**src/rtl/tile_scheduler.sv**
```systemverilog
// Frame sequencer for the tile painter: per tile, wipe -> paint -> flush, row-major over the screen.
// Latency: outputs are registered; one state step per cycle, each phase waits on painter_done / flush_done.
// Backpressure: frame_start is dropped while busy; painter_done and flush_done are only honoured in their wait states.
// Optional: TILE_SCHED_SKIP_EMPTY_EN skips PAINT/PGAP for tiles of a frame whose latched triangle count is zero.
module tile_scheduler #(
    parameter int TILE_W        = 20,
    parameter int TILE_H        = 45,
    parameter int TILES_X       = 16,
    parameter int TILES_Y       = 4,
    parameter int MAX_TRIANGLES = 256,
    localparam int NT_W         = $clog2(MAX_TRIANGLES)
) (
    input  logic            clk,
    input  logic            rst,
    input  logic            frame_start,
    input  logic [NT_W-1:0] num_triangles_in,
    input  logic            painter_done,
    input  logic            flush_done,
    output logic            painter_active,
    output logic            painter_wipe,
    output logic [NT_W-1:0] num_triangles,
    output logic [8:0]      x_offset,
    output logic [7:0]      y_offset,
    output logic            flush_start,
    output logic            busy,
    output logic            frame_done
);

    localparam int TX_W = (TILES_X > 1) ? $clog2(TILES_X) : 1;
    localparam int TY_W = (TILES_Y > 1) ? $clog2(TILES_Y) : 1;

    localparam logic [2:0] S_IDLE  = 3'd0;
    localparam logic [2:0] S_WIPE  = 3'd1;
    localparam logic [2:0] S_WGAP  = 3'd2;
    localparam logic [2:0] S_PAINT = 3'd3;
    localparam logic [2:0] S_PGAP  = 3'd4;
    localparam logic [2:0] S_FLUSH = 3'd5;
    localparam logic [2:0] S_NEXT  = 3'd6;

    logic [2:0]      state_q, state_d;
    logic [TX_W-1:0] tx_q, tx_d;
    logic [TY_W-1:0] ty_q, ty_d;
    logic [8:0]      x_q, x_d;
    logic [7:0]      y_q, y_d;
    logic [NT_W-1:0] ntri_q, ntri_d;
    logic            active_q, active_d;
    logic            wipe_q, wipe_d;
    logic            busy_q, busy_d;
    logic            flush_start_q, flush_start_d;
    logic            frame_done_q, frame_done_d;
    logic            last_col, last_row;

    assign last_col = (tx_q == TX_W'(TILES_X - 1));
    assign last_row = (ty_q == TY_W'(TILES_Y - 1));

    // Next-state logic; every output register is derived from the next state so outputs never see inputs combinationally.
    always_comb begin
        state_d       = state_q;
        tx_d          = tx_q;
        ty_d          = ty_q;
        x_d           = x_q;
        y_d           = y_q;
        ntri_d        = ntri_q;
        flush_start_d = 1'b0;
        frame_done_d  = 1'b0;
        case (state_q)
            S_IDLE: begin
                // A frame_start coinciding with the frame_done pulse belongs to the finished frame and is dropped.
                if (frame_start && !frame_done_q) begin
                    state_d = S_WIPE;
                    ntri_d  = num_triangles_in;
                    tx_d    = '0;
                    ty_d    = '0;
                    x_d     = '0;
                    y_d     = '0;
                end
            end
            S_WIPE: begin
                if (painter_done) begin
                    state_d = S_WGAP;
                end
            end
            S_WGAP: begin
`ifdef TILE_SCHED_SKIP_EMPTY_EN
                if (ntri_q == '0) begin
                    state_d       = S_FLUSH;
                    flush_start_d = 1'b1;
                end else begin
                    state_d = S_PAINT;
                end
`else
                state_d = S_PAINT;
`endif
            end
            S_PAINT: begin
                if (painter_done) begin
                    state_d = S_PGAP;
                end
            end
            S_PGAP: begin
                state_d       = S_FLUSH;
                flush_start_d = 1'b1;
            end
            S_FLUSH: begin
                if (flush_done) begin
                    state_d = S_NEXT;
                end
            end
            S_NEXT: begin
                if (last_col && last_row) begin
                    state_d      = S_IDLE;
                    frame_done_d = 1'b1;
                    tx_d         = '0;
                    ty_d         = '0;
                    x_d          = '0;
                    y_d          = '0;
                end else if (!last_col) begin
                    state_d = S_WIPE;
                    tx_d    = tx_q + 1'b1;
                    x_d     = x_q + 9'(TILE_W);
                end else begin
                    state_d = S_WIPE;
                    tx_d    = '0;
                    x_d     = '0;
                    ty_d    = ty_q + 1'b1;
                    y_d     = y_q + 8'(TILE_H);
                end
            end
            default: begin
                state_d = S_IDLE;
            end
        endcase
        active_d = (state_d == S_WIPE) || (state_d == S_PAINT);
        wipe_d   = (state_d == S_WIPE);
        busy_d   = (state_d != S_IDLE);
    end

    // State, counters and output registers; reset abandons any frame in progress.
    always_ff @(posedge clk) begin
        if (rst) begin
            state_q       <= S_IDLE;
            tx_q          <= '0;
            ty_q          <= '0;
            x_q           <= '0;
            y_q           <= '0;
            ntri_q        <= '0;
            active_q      <= 1'b0;
            wipe_q        <= 1'b0;
            busy_q        <= 1'b0;
            flush_start_q <= 1'b0;
            frame_done_q  <= 1'b0;
        end else begin
            state_q       <= state_d;
            tx_q          <= tx_d;
            ty_q          <= ty_d;
            x_q           <= x_d;
            y_q           <= y_d;
            ntri_q        <= ntri_d;
            active_q      <= active_d;
            wipe_q        <= wipe_d;
            busy_q        <= busy_d;
            flush_start_q <= flush_start_d;
            frame_done_q  <= frame_done_d;
        end
    end

    assign painter_active = active_q;
    assign painter_wipe   = wipe_q;
    assign num_triangles  = ntri_q;
    assign x_offset       = x_q;
    assign y_offset       = y_q;
    assign flush_start    = flush_start_q;
    assign busy           = busy_q;
    assign frame_done     = frame_done_q;

endmodule
```
**config.mk**
```make
export PLATFORM = sky130hd
export DESIGN_NAME = tile_scheduler
export DESIGN_NICKNAME = d
export VERILOG_FILES = /design/src/rtl/tile_scheduler.sv
export SDC_FILE = /design/constraint.sdc
export NUM_CORES = 1
export LEC_CHECK = 0
export CAP_MARGIN = 40
export CORE_MARGIN = 2
export CORE_UTILIZATION = 40
export DETAILED_ROUTE_END_ITERATION = 7
export GPL_TIMING_DRIVEN = 0
export PLACE_DENSITY = 0.68
export SLEW_MARGIN = 20
export SYNTH_ARGS = -nofsm -noshare
export SYNTH_HDL_FRONTEND = slang
export SYNTH_SLANG_ARGS = --single-unit
```
**constraint.sdc**
```tcl
create_clock -name clk -period 1.91 [get_ports clk]
set_input_delay 0.382 -clock clk [delete_from_list [all_inputs] [get_ports clk]]
set_output_delay 0.382 -clock clk [all_outputs]
set_load 0.1 [all_outputs]
```
==> key figures, run 1 <==
Layout
  – Final non-filler cell area: 0.00267 mm2
  – Share of layout cells above drive strength 1: 18.5%
  – Commonest non-fill, non-tap cell in the layout: clkdlybuf4s50_1
  – Most frequent cells in the layout: clkdlybuf4s50_1 (40), a21oi_1 (34), dfxtp_1 (31), buf_8 (27), nand2_1 (24)
  – Nets@finish: 292
  – Area Overhead vs Synth: 62.3%
  – Ant diodes: 0
  – Filler cells: roughly 340
  – Multi-input logic area: approximately 830 um2
  – Register Area: 748 um2
  – Final core occ: 67.2%

Logic synthesis
  – Mux cell area share after synthesis: 0.608%
  – Synth warnings: 0
  – Cell area after synthesis: 0.00165 mm2
  – Synth top area share: 45.0%
  – Synth Area in XOR/XNOR: 0.532%
  – Synth Flop Type: dfxtp_1
  – Synth Area in Compound Gates: 20.1%
  – Cell taking the most area after synthesis: dfxtp_1
  – Distinct cell type count after synthesis: 41
  – Flops & latches, synth: 37
  – Seq/Total Area, Yosys: 45.0%
  – Ys async rst share: 0%
  – Post-Syn Instances: 199
  – Post-Synth Adder-Cell Area: 3.04%
  – Post-synthesis simple-gate area fraction: around a quarter
  – Post-Syn Area per Cell: 8.27 um2
  – Largest family of logic cells by synthesized area: simple AND/OR/NAND/NOR gates
  – Post-synth EDFFs: 0
  – Synth area leaders: dfxtp_1 (45%), a21oi_1 (10%), nand2_1 (5.5%)

Floorplan
  – Starting Density: 41.4%
  – Row count: 23
  – Core ar.: 0.00397 mm2
  – Die height: a little under 70 um
  – Full die area: 0.00464 mm2
  – Io pins: 43
  – Die width: about 70 um

Flow run
  – Total of max-cap violations: 0

CTS
  – TritonCTS clock tree: built
  – Later-pin clock latency in the skew report: 0.28 ns
  – Deepest clock path buffer count: 2
  – H-tree depth: 2
  – Clock transition at path regs: 0.07 ns
  – Post-CTS setup buffers: 0
  – Root buf cell: clkbuf_8
  – Num Clock Sinks: 37
  – TritonCTS buffer count: 5

Power
  – Worst VDD drop: 0.477 mV
  – Pwr dens: 759 mW/mm2
  – Gate power share: ~25%
  – Leakage: slightly above 1 nW
  – Reg power frac: 40.6%
  – Switching part of the total: 30.0%
  – Switching Power: roughly 0.6 mW
  – Clock share of power: 34.0%
  – Total power: 2.03 mW
  – Internal: approximately 1.4 mW

Timing
  – Setup repair after global routing missed its margin: false
  – Setup-failing EPs final: 0
  – Final Cycle Share: 97.4%
  – Max_slew headroom: between 60 and 70%
  – Measured slew at the worst slew-check pin: around 0.51 ns
  – Hold Fails Final Rpt: 0
  – Worst Skew: 0.00364 ns
  – WHS: 0.454 ns
  – Fmax: 537 MHz
  – Post-layout min period: between 1.5 and 2 ns
  – Total Neg Setup Slack: 0 ns
  – Max-slew violation count: 0

Detailed routing
  – Drt drc: 0
  – Wirelength, routed: 3860 um
  – Post-route antenna net violation count: 0
  – Drt first pass iters: 4
  – Via density: just over 5
  – Number of DRC markers in iteration 0: 83
  – Wirelength per Cell: between 10 and 15 um
  – Vias: 1660

Worst setup path
  – CP required: 1.53 ns
  – Critical path launch point type: register
  – Critical Path Fanout Max: 6
  – Critical path data arrival time: 1.48 ns
  – Crit end category: output pin
  – Critical path class: reg2out

Placement
  – Placed cell area: 0.00255 mm2
  – Hpwl dp: 2820 um
  – Final GP Congestion: 0.744
  – # port buffers: 40

GRT
  – Met3 GRT Util: 4.44%
  – First-pass GRT wire length: 6330 um
  – Total track usage: between 10% and 20%
  – Total global routing overflow: 0
  – Met1 capacity usage during global routing: 21.2%
  – Busiest grt layer: met2
  – Met2 GRT Util: 32.0%
  – Initial antenna violation count: 0
  – Largest net degree at the start of global routing: 12
  – Vias in the first global route: 1473

Status
  – Status: complete, no violations

Hold path
  – Min-Delay Path Class: reg2reg
[kinds of logic after synthesis]
kind of cell,Yosys count
and+or+nand+nor,85
AOI/OAI and AO/OA,56
DFF,37
buffers and inverters,14
adders and majority gates,4
other,1
xor gates and xnor gates,1
muxes,1
[state kept, by name (all words and copies together) (netlist names)]
register        flops
tx_q                4
x_offset            7
ty_q                2
num_triangles       8
state_q             3
busy                1
painter_wipe        1
flush_start         1
painter_active      1
y_offset            8
frame_done          1
[timing repair]
action / CTS / global route
endpoints found under the hold margin: 0 / 0
hold buffers: 0 / 0
endpoints found under the setup margin: 1 / 1
cloned: 0 / 0
gates resized for setup: 1 / 1
[final timing paths]
kind	startpoint	to	slack, ns	cells past startpoint
worst max-delay path	x_offset[4]$_SDFFE_PP0P_	x_offset[4]	0.05	2
worst min-delay path	num_triangles[5]$_SDFFE_PP0P_	num_triangles[5]$_SDFFE_PP0P_	0.45	2
worst max register to register	tx_q[0]$_SDFFE_PP0P_	painter_active$_SDFF_PP0_	0.15	6
worst min register to register	num_triangles[5]$_SDFFE_PP0P_	num_triangles[5]$_SDFFE_PP0P_	0.45	2
[synth_stat cells, types with 2 or more instances]
cell type and number:
nor3b_1 2, dfxtp_1 37, clkbuf_1 7, ha_1 4, nand2_1 24, nand3_1 5, nand3b_1 3, nand2b_1 3
or3_1 6, o21ai_0 6, nor3_1 13, buf_4 4, a211oi_1 5, and2_1 3, a21oi_1 34, nor2_1 17
nor2b_1 2
[final cells by class]
class                   count  area share, %
plain buffers              13           2.76
clock buffers               7           3.23
clock inverters             1           1.12
inverters                   1          0.141
multi-input cells         149           31.2
flip-flops and latches     37           28.0
well taps                  50           2.34
repair buffers             68           31.2
[power by group through the flow]
stage	combinational, mW	clock (mW)	sequential [mW]
after CTS	0.517	0.701	0.823
after floorplan	0.142	0	1.02
after global placement	0.427	0	0.839
after detailed placement	0.515	0	0.840
final	0.513	0.690	0.823
after global routing	0.545	0.725	0.826
[worst max-delay path: stages (launching register included)]
cell	delay, ns
dfxtp_1	0.43
clkdlybuf4s50_1	0.56
buf_8	0.20
[per-stage QoR]
stage / setup WS, ns / cells
floorplan: 0.0108 / 200
global placement: -0.156 / 290
detailed placement: -0.171 / 318
CTS: 0.0156 / 326
global route: 0.00517 / 326
finish: 0.0491 / 326
[routing by layer]
metal | part of all wire (%) | wire (um)
met1 | 45 | 1750
met5 | 0 | 0
met4 | 1.1 | 42
met2 | 49 | 1900
met3 | 4.2 | 162
(Power assumes the default switching activity.)
==> run 2, diff against run 1 <==
--- a/config.mk
+++ b/config.mk
@@ -12,4 +12,5 @@
 export GPL_TIMING_DRIVEN = 0
 export PLACE_DENSITY = 0.68
+export SETUP_SLACK_MARGIN = 0.05
 export SLEW_MARGIN = 20
 export SYNTH_ARGS = -nofsm -noshare
==> constraint.sdc (replaced) <==
create_clock -name clk -period 1.91 [get_ports clk]
set_input_delay 0.382 -clock clk [delete_from_list [all_inputs] [get_ports clk]]
set_output_delay 0.382 -clock clk [all_outputs]
set_load 0.01 [all_outputs]
==> run 2 against run 1 <==
Net effect:
- cell count is 8.6% lower
- critical path depth is 3 higher
- critical endpoint is now x_offset[7]$_SDFFE_PP0P_
- highest routed layer unchanged
- worst hold slack better by 0.0020 ns
- utilization is 11 points lower
- count of clock-buffer cells in the layout is 1 lower
==> key figures, run 2 (synthesis results as in run 1) <==
Floorplan
  – Die width: 68.1 um (unchanged)
  – Row count: 23 (unchanged)
  – Io pins: 43 (unchanged)
  – Full die area: 0.00464 mm2 (unchanged)
  – Starting Density: 41.4% (unchanged)
  – Die height: 68.1 um (unchanged)
  – Core ar.: 0.00397 mm2 (unchanged)

GRT
  – Total global routing overflow: 0 (unchanged)
  – First-pass GRT wire length: 6060 um (-4.3%)
  – Total track usage: 17.6% (-0.55 points)
  – Initial antenna violation count: 0 (unchanged)
  – Largest net degree at the start of global routing: 13 (+1)
  – Vias in the first global route: 1377 (-6.5%)

Detailed routing
  – Vias: 1538 (-7.3%)
  – Drt drc: 0 (unchanged)
  – Post-route antenna net violation count: 0 (unchanged)
  – Wirelength per Cell: 12.3 um (+4.3%)
  – Wirelength, routed: 3680 um (-4.6%)
  – Number of DRC markers in iteration 0: 57 (-31%)
  – Via density: 5.16 (+1.4%)
  – Drt first pass iters: 4 (unchanged)

Placement
  – Final GP Congestion: 0.777 (+4.5%)
  – # port buffers: 40 (unchanged)
  – Cells after DPL: 290 (-8.8%)
  – Hpwl dp: 2540 um (-10%)
  – Placed cell area: 0.00211 mm2 (-17%)
  – Setup slack at placement: -0.139 ns (+0.0323 ns)

CTS
  – Root buf cell: clkbuf_8
  – Num Clock Sinks: 37 (unchanged)
  – Clock transition at path regs: 0.07 ns (about the same)
  – TritonCTS buffer count: 5 (unchanged)
  – H-tree depth: 2 (unchanged)
  – Deepest clock path buffer count: 2 (unchanged)
  – TritonCTS clock tree: built
  – Later-pin clock latency in the skew report: 0.29 ns (about the same)

Timing
  – Setup-failing EPs final: 0 (unchanged)
  – Final Cycle Share: 91.4% (-6.0 points)
  – Hold Fails Final Rpt: 0 (unchanged)
  – Max_slew headroom: 64.1% (-1.6 points)
  – Post-layout min period: 1.75 ns (-0.115 ns)
  – Setup repair after global routing missed its margin: true
  – Max-slew violation count: 0 (unchanged)
  – Final worst slack: 0.164 ns (+0.115 ns)
  – Measured slew at the worst slew-check pin: 0.537 ns (+0.0222 ns)
  – Fmax: 573 MHz (+6.6%)
  – Worst Skew: 0.00689 ns (+0.00325 ns)
  – Total Neg Setup Slack: 0 ns (unchanged)

Layout
  – Area Overhead vs Synth: 36.2%
  – Nets@finish: 264 (-9.6%)
  – Final non-filler cell area: 0.00224 mm2 (-16%)
  – Fin cells: 298 (-8.6%)
  – Final core occ: 56.4% (-11 points)
  – Share of layout cells above drive strength 1: 8.06% (-10 points)
  – Most frequent cells in the layout: clkdlybuf4s50_1 (40), dfxtp_1 (37), a21oi_1 (34), nand2_1 (24), nor2_1 (17)
  – Commonest non-fill, non-tap cell in the layout: clkdlybuf4s50_1
  – Ant diodes: 0 (unchanged)

Worst setup path
  – R2R Path Start: tx_q[0]$_SDFFE_PP0P_
  – Critical path data arrival time: 1.95 ns (+0.47 ns)
  – Critical path launch point type: register
  – Crit end category: register
  – Critical path's top delay family: simple AND/OR/NAND/NOR gates
  – Critical Path Slowest Stage Cell: nor2_1
  – CP required: 2.11 ns (+0.58 ns)
  – Max stage delay on crit path: 0.43 ns (-0.13 ns)
  – Critical Path Fanout Max: 8 (+2)
  – Number of cells on the worst reg-to-reg path: 5 (-1)
  – Worst Setup SP: tx_q[0]$_SDFFE_PP0P_
  – Crit path buffers/inverters: 0 (-2)
  – Crit-path cells: ha_1, and3_1, nor2_1, a41oi_1, a211oi_1
  – FF-to-FF setup slack: 0.16 ns (about the same)
  – Stages on worst setup path: 5 (+3)
  – Critical path class: reg2reg

Hold path
  – Min-Delay Path Class: reg2reg
  – Worst hold stages: 2 (unchanged)
  – HP Start: num_triangles[3]$_SDFFE_PP0P_

Flow run
  – Total of max-cap violations: 0 (unchanged)

Power
  – Worst VDD drop: 0.574 mV (+20%)
  – Leakage: 0.818 nW (-20%)
  – Pwr dens: 792 mW/mm2 (+4.4%)

Status
  – Status: complete, no violations
-- run 2: cell count changes in the layout (fill, tap and decap cells not counted) --
| cell | delta |
|---|---|
| buf_16 | -1 |
| buf_8 | -27 |
| clkbuf_1 | -1 |
| clkinvlp_4 | +1 |
| dfxtp_1 | +6 |
| dfxtp_2 | -6 |
| nor2b_1 | -1 |
| nor2b_2 | +1 |
| nor3_1 | -1 |
| nor3_2 | +1 |
-- run 2: report_power, final --
part           switching (mW)  total [mW]  internal, mW
Sequential             0.0200       0.823         0.803
Clock                   0.284       0.709         0.424
Combinational           0.121       0.244         0.123
-- run 2: worst paths after layout --
kind | endpoint
min reg2reg | num_triangles[3]$_SDFFE_PP0P_
max | x_offset[7]$_SDFFE_PP0P_
max reg2reg | x_offset[7]$_SDFFE_PP0P_
min | num_triangles[3]$_SDFFE_PP0P_
-- run 2: layer usage --
layer	vias to the layer above	routed length, um	global-route usage (%)
li1	808	-	-
met1	693	1820	22.5
met2	35	1640	26.7
met3	2	187	5.92
met4	0	32	8.25
met5	-	0	0
-- run 2: repair_timing --
item,in CTS,in global routing
resized for setup,1,2
buffers inserted,0,0
endpoints found under the setup margin,3,3
hold buffers,0,0
-- run 2: worst min-delay path: cells and delay by family (launching register included) --
family	cells	cell delay, ns
flops	1	0.31
simple gates	1	0.05
compound gates	1	0.05
-- run 2: through the flow --
step	hold slack, ns	power [mW]
2_1_floorplan	0.436	0.977
3_3_place_gp	0.443	1.08
3_5_place_dp	0.452	1.08
4_1_cts	0.463	1.80
5_1_grt	0.479	1.86
6_report	0.456	1.77
-- run 2: area by class of cell --
cell class,instances,area [um2]
multi-input combinational,149,840
fill,396,1730
timing repair buffer,40,400
clock inverter,2,37.5
sequential,37,741
buffer,13,73.8
inverter,1,3.75
tap,50,62.6
clock buffer,6,82.6
